[src/rtl/alu_op_sequencer.sv]
// alu_op_sequencer
//   Command-level controller for a combinational W-bit ALU slice array.
//   Takes one op per cmd valid/ready handshake, drives the ALU select and
//   operand lines, and runs shifts as repeated 1-bit ALU steps. The result
//   is held in an accumulator and returned on the rsp valid/ready port.
//   Only one op is in flight at a time.
//
// Ports
//   clk, rst_n            clock (rising edge), asynchronous active-low reset
//   cmd_valid/cmd_ready   command handshake (ready only in IDLE)
//   cmd_op/a/b/cnt        ALU select code, operands, shift amount
//   flush                 synchronous abort back to IDLE
//   alu_select/a/b        drive lines to the ALU slices (zero unless RUN)
//   alu_result/alu_cout   combinational ALU result and adder carry/borrow
//   rsp_valid/rsp_ready   response handshake
//   rsp_data/zero/cout    result, zero flag, carry captured on add/sub
//   busy                  high whenever the sequencer is not IDLE
//
// Op encoding: 1xx0 add, 1xx1 sub, 01x0 shl 1, 01x1 shr 1, 0000 AND,
// 0001 OR, 001x XNOR.
module alu_op_sequencer #(
    parameter int WIDTH = 8,
    parameter int CNT_W = 3
) (
    input  logic             clk,
    input  logic             rst_n,
    input  logic             cmd_valid,
    output logic             cmd_ready,
    input  logic [3:0]       cmd_op,
    input  logic [WIDTH-1:0] cmd_a,
    input  logic [WIDTH-1:0] cmd_b,
    input  logic [CNT_W-1:0] cmd_cnt,
    input  logic             flush,
    output logic [3:0]       alu_select,
    output logic [WIDTH-1:0] alu_a,
    output logic [WIDTH-1:0] alu_b,
    input  logic [WIDTH-1:0] alu_result,
    input  logic             alu_cout,
    output logic             rsp_valid,
    input  logic             rsp_ready,
    output logic [WIDTH-1:0] rsp_data,
    output logic             rsp_zero,
    output logic             rsp_cout,
    output logic             busy
);

    typedef enum logic [1:0] {
        IDLE = 2'd0,
        RUN  = 2'd1,
        DONE = 2'd2
    } state_t;

    localparam logic [CNT_W-1:0] REM_ONE = CNT_W'(1);

    state_t           state_reg, state_next;
    logic [3:0]       op_reg, op_next;
    logic [WIDTH-1:0] acc_reg, acc_next;
    logic [WIDTH-1:0] b_reg, b_next;
    logic [CNT_W-1:0] rem_reg, rem_next;
    logic             cout_reg, cout_next;

    logic cmd_is_shift;
    assign cmd_is_shift = (cmd_op[3:2] == 2'b01);

    always_ff @(posedge clk or negedge rst_n) begin
        if (!rst_n) begin
            state_reg <= IDLE;
            op_reg    <= '0;
            acc_reg   <= '0;
            b_reg     <= '0;
            rem_reg   <= '0;
            cout_reg  <= 1'b0;
        end else begin
            state_reg <= state_next;
            op_reg    <= op_next;
            acc_reg   <= acc_next;
            b_reg     <= b_next;
            rem_reg   <= rem_next;
            cout_reg  <= cout_next;
        end
    end

    always_comb begin
        state_next = state_reg;
        op_next    = op_reg;
        acc_next   = acc_reg;
        b_next     = b_reg;
        rem_next   = rem_reg;
        cout_next  = cout_reg;

        if (flush) begin
            // Abort beats everything, including a same-edge command accept;
            // the accumulator keeps whatever it held.
            state_next = IDLE;
        end else begin
            case (state_reg)
                IDLE: begin
                    if (cmd_valid) begin
                        op_next   = cmd_op;
                        acc_next  = cmd_a;
                        b_next    = cmd_b;
                        cout_next = 1'b0;
                        if (cmd_is_shift) begin
                            rem_next   = cmd_cnt;
                            // A zero-length shift has nothing to run.
                            state_next = (cmd_cnt == '0) ? DONE : RUN;
                        end else begin
                            rem_next   = REM_ONE;
                            state_next = RUN;
                        end
                    end
                end
                RUN: begin
                    acc_next = alu_result;
                    rem_next = rem_reg - REM_ONE;
                    if (rem_reg == REM_ONE) begin
                        state_next = DONE;
                        cout_next  = op_reg[3] ? alu_cout : 1'b0;
                    end
                end
                DONE: begin
                    if (rsp_ready) begin
                        state_next = IDLE;
                    end
                end
                default: state_next = IDLE;
            endcase
        end
    end

    // ALU lines are only driven while stepping; otherwise parked at zero.
    assign alu_select = (state_reg == RUN) ? op_reg  : 4'd0;
    assign alu_a      = (state_reg == RUN) ? acc_reg : '0;
    assign alu_b      = (state_reg == RUN) ? b_reg   : '0;

    assign cmd_ready  = (state_reg == IDLE);
    assign busy       = (state_reg != IDLE);
    assign rsp_valid  = (state_reg == DONE);
    assign rsp_data   = (state_reg == DONE) ? acc_reg : '0;
    assign rsp_zero   = (state_reg == DONE) && (acc_reg == '0);
    assign rsp_cout   = (state_reg == DONE) && cout_reg;

endmodule
[config.mk]
export PLATFORM = sky130hd
export DESIGN_NAME = alu_op_sequencer
export DESIGN_NICKNAME = d
export VERILOG_FILES = /design/src/rtl/alu_op_sequencer.sv
export SDC_FILE = /design/constraint.sdc
export NUM_CORES = 1
export LEC_CHECK = 0
export CAP_MARGIN = 20
export CORE_ASPECT_RATIO = 0.9
export CORE_MARGIN = 1
export CORE_UTILIZATION = 41
export CTS_CLUSTER_SIZE = 28
export DETAILED_ROUTE_END_ITERATION = 10
export HOLD_SLACK_MARGIN = 0.03
export MAX_ROUTING_LAYER = met4
export PLACE_DENSITY_LB_ADDON = 0.2
export SYNTH_ARGS = -nofsm -noshare
export SYNTH_HDL_FRONTEND = slang
export SYNTH_SLANG_ARGS = --single-unit
[constraint.sdc]
create_clock -name clk -period 1.9 [get_ports clk]
set_input_delay 0.38 -clock clk [delete_from_list [all_inputs] [get_ports clk]]
set_output_delay 0.38 -clock clk [all_outputs]
set_load 0.05 [all_outputs]
==> results.txt <==
status -> completed
Die Wd -> 65.4 um
sequential area share after synthesis -> 0.438
Pwr Density -> 880 nW/um2
clock sinks -> 26
DR vias/cell -> 5.16
Layout Cells excl Fill -> 249
Placed Area -> 2590 um2
Setup crit end kind -> primary output
ratio of cells with drive above 1 in the final layout -> 0.395
commonest non-fill, non-tap cells in the layout -> 36 x clkdlybuf4s50_1, 35 x buf_12, 29 x and2_1, 29 x mux2_2, 24 x dfrtp_1
area of the multi-input gates -> 792 um2
Starting Density -> 0.433
critical path required time -> 1.52 ns
setup violators final -> 0
clk_lat worst skew -> 0.29 ns
remaining antenna violation count -> 0
CP Class -> reg -> out
total of max-cap violations -> 0
# rows -> 20
wire per inst -> 16.6 um
ys flop type -> dfrtp_1
placed cells -> 243
Die ar. -> 3860 um2
fill count -> 201
ys async rst share -> 1.00
Final min period -> 1.84 ns
total number of vias -> 1284
Mean Syn Cell Area -> 11.3 um2
drc violations -> 0
Pre-antenna DRT Iters -> 4
EDFF count, synth -> 0
Syn Nets -> 170
r2r setup slk -> 0.14 ns
HPWL after DPL -> 3030 um
die height -> 59.1 um
initial DRC count -> 34
CP Max Fanout -> 11
worst-margin pin slew -> 0.572 ns
CTS buffer count -> 3
CP Launch Type -> flop
number of distinct library cells after synthesis -> 34
Slew Limit Fails -> 0
Worst-path clk slew -> 0.10 ns
Synth Warn # -> 0
clk buf depth -> 2
GRT overflow -> 0
synthesized area -> 1480 um2
total wire length -> 4130 um
IO Port Bufs -> 69
TritonCTS clock tree -> yes
I/O pins -> 70
Peak Freq -> 544 MHz
final instance area -> 2690 um2
Leak -> 1.13 nW
worst r2r src -> state_reg[1]
antenna violations before repair -> 0
CTS H-tree lvls -> 1
crit path DAT -> 1.46 ns
FF+latch area -> 653 um2
Synth-to-Final Area Change -> 81.2%
# nets final -> 245
Tcrit/Tclk final -> 0.967
Max Clock Skew -> 0.00882 ns
Core Area -> 3430 um2
endpoints failing hold -> 0
root cell of the clock tree -> clkbuf_8
GPL Wtd Cong -> 0.869
Hold Buf Count CTS -> 0
peak supply drop -> 0.593 mV
Max transition margin -> 0.619
largest net degree at the start of global routing -> 27
Mapped Cells -> 131
Critical Path Source -> state_reg[1]
HP Class -> in -> async
first-pass GRT wire length -> 6620 um
FF+latch count, synth -> 26
vias in the first global route -> 1326
most common cell after layout, fill and taps aside -> clkdlybuf4s50_1
aggregate global-route resource usage -> 0.241
n_diodes -> 0
cell type report:
type,instances,share of cell area
inverter,4,0.00558
clock inverter,1,0.0112
timing repair buffer,76,0.410
tap,44,0.0205
sequential,26,0.243
clock buffer,3,0.0154
multi-input combinational,95,0.295
synth_stat cells, types with 2 or more instances:
cell type	n	area share
nor2_1	2	0.0051
and2_1	29	0.12
buf_2	2	0.0067
nor4_1	2	0.0084
mux2i_1	2	0.013
ha_1	2	0.017
nor2b_1	3	0.013
nand2b_1	2	0.0084
inv_1	4	0.010
mux2_2	29	0.22
dfrtp_1	26	0.44
o21ai_0	3	0.010
clkbuf_1	3	0.0076
and3_1	2	0.0084
cell families (layout without fill, tap and decap cells):
family | Yosys count | in the layout | share of synthesized area
adders and majority gates | 2 | 2 | 0.0169
AOI/OAI and AO/OA | 12 | 12 | 0.0565
DFF | 26 | 26 | 0.438
muxes | 31 | 31 | 0.234
and+or+nand+nor | 49 | 50 | 0.218
buffers and inverters | 11 | 84 | 0.0371
path summary, 6_finish.rpt:
path                           endpoint  cells after the start
setup / recovery               alu_b[7]                      3
hold / removal               acc_reg[1]                      2
setup reg to reg               b_reg[3]                      5
hold reg to reg                b_reg[7]                      1
max in group asynchronous  state_reg[1]                      2
min in group clk               b_reg[7]                      1
stage by stage:
step	power, mW	util	hold slack, ns	setup TNS, ns	setup WS [ns]
after global routing	2.47	0.784	0.515	-0.00966	-0.00966
after detailed placement	1.89	0.755	0.487	0	0.0139
final	2.37	0.784	0.474	0	0.0634
after CTS	2.37	0.782	0.491	0	0.0148
after floorplan	1.36	-	0.0844	0	0.00995
after global placement	1.84	0.755	0.481	0	0.0690
critical path, stage by stage, from the launching register on:
cell and delay (ns):
dfrtp_2 0.45, and2b_2 0.36, and2_1 0.21, buf_12 0.15
routing by layer:
metal  routed length [um]  global-route usage
met1                 1760               0.284
met2                 2100               0.415
met3                  215              0.0385
met5                    0                   -
met4                   53              0.0901
power by group:
part | internal (mW) | leakage (nW) | total, mW | switching [mW]
registers | 0.694 | 0.308 | 0.797 | 0.103
logic | 0.573 | 0.782 | 1.10 | 0.525
clock network | 0.283 | 0.0357 | 0.471 | 0.188
total | 1.55 | 1.13 | 2.37 | 0.816
what timing repair did:
item,in CTS,in global routing
setup endpoints to repair,29,9
cloned,1,0
resized for setup,4,3
setup buffers,1,0
Note: power is estimated with default switching activity, not from simulation.
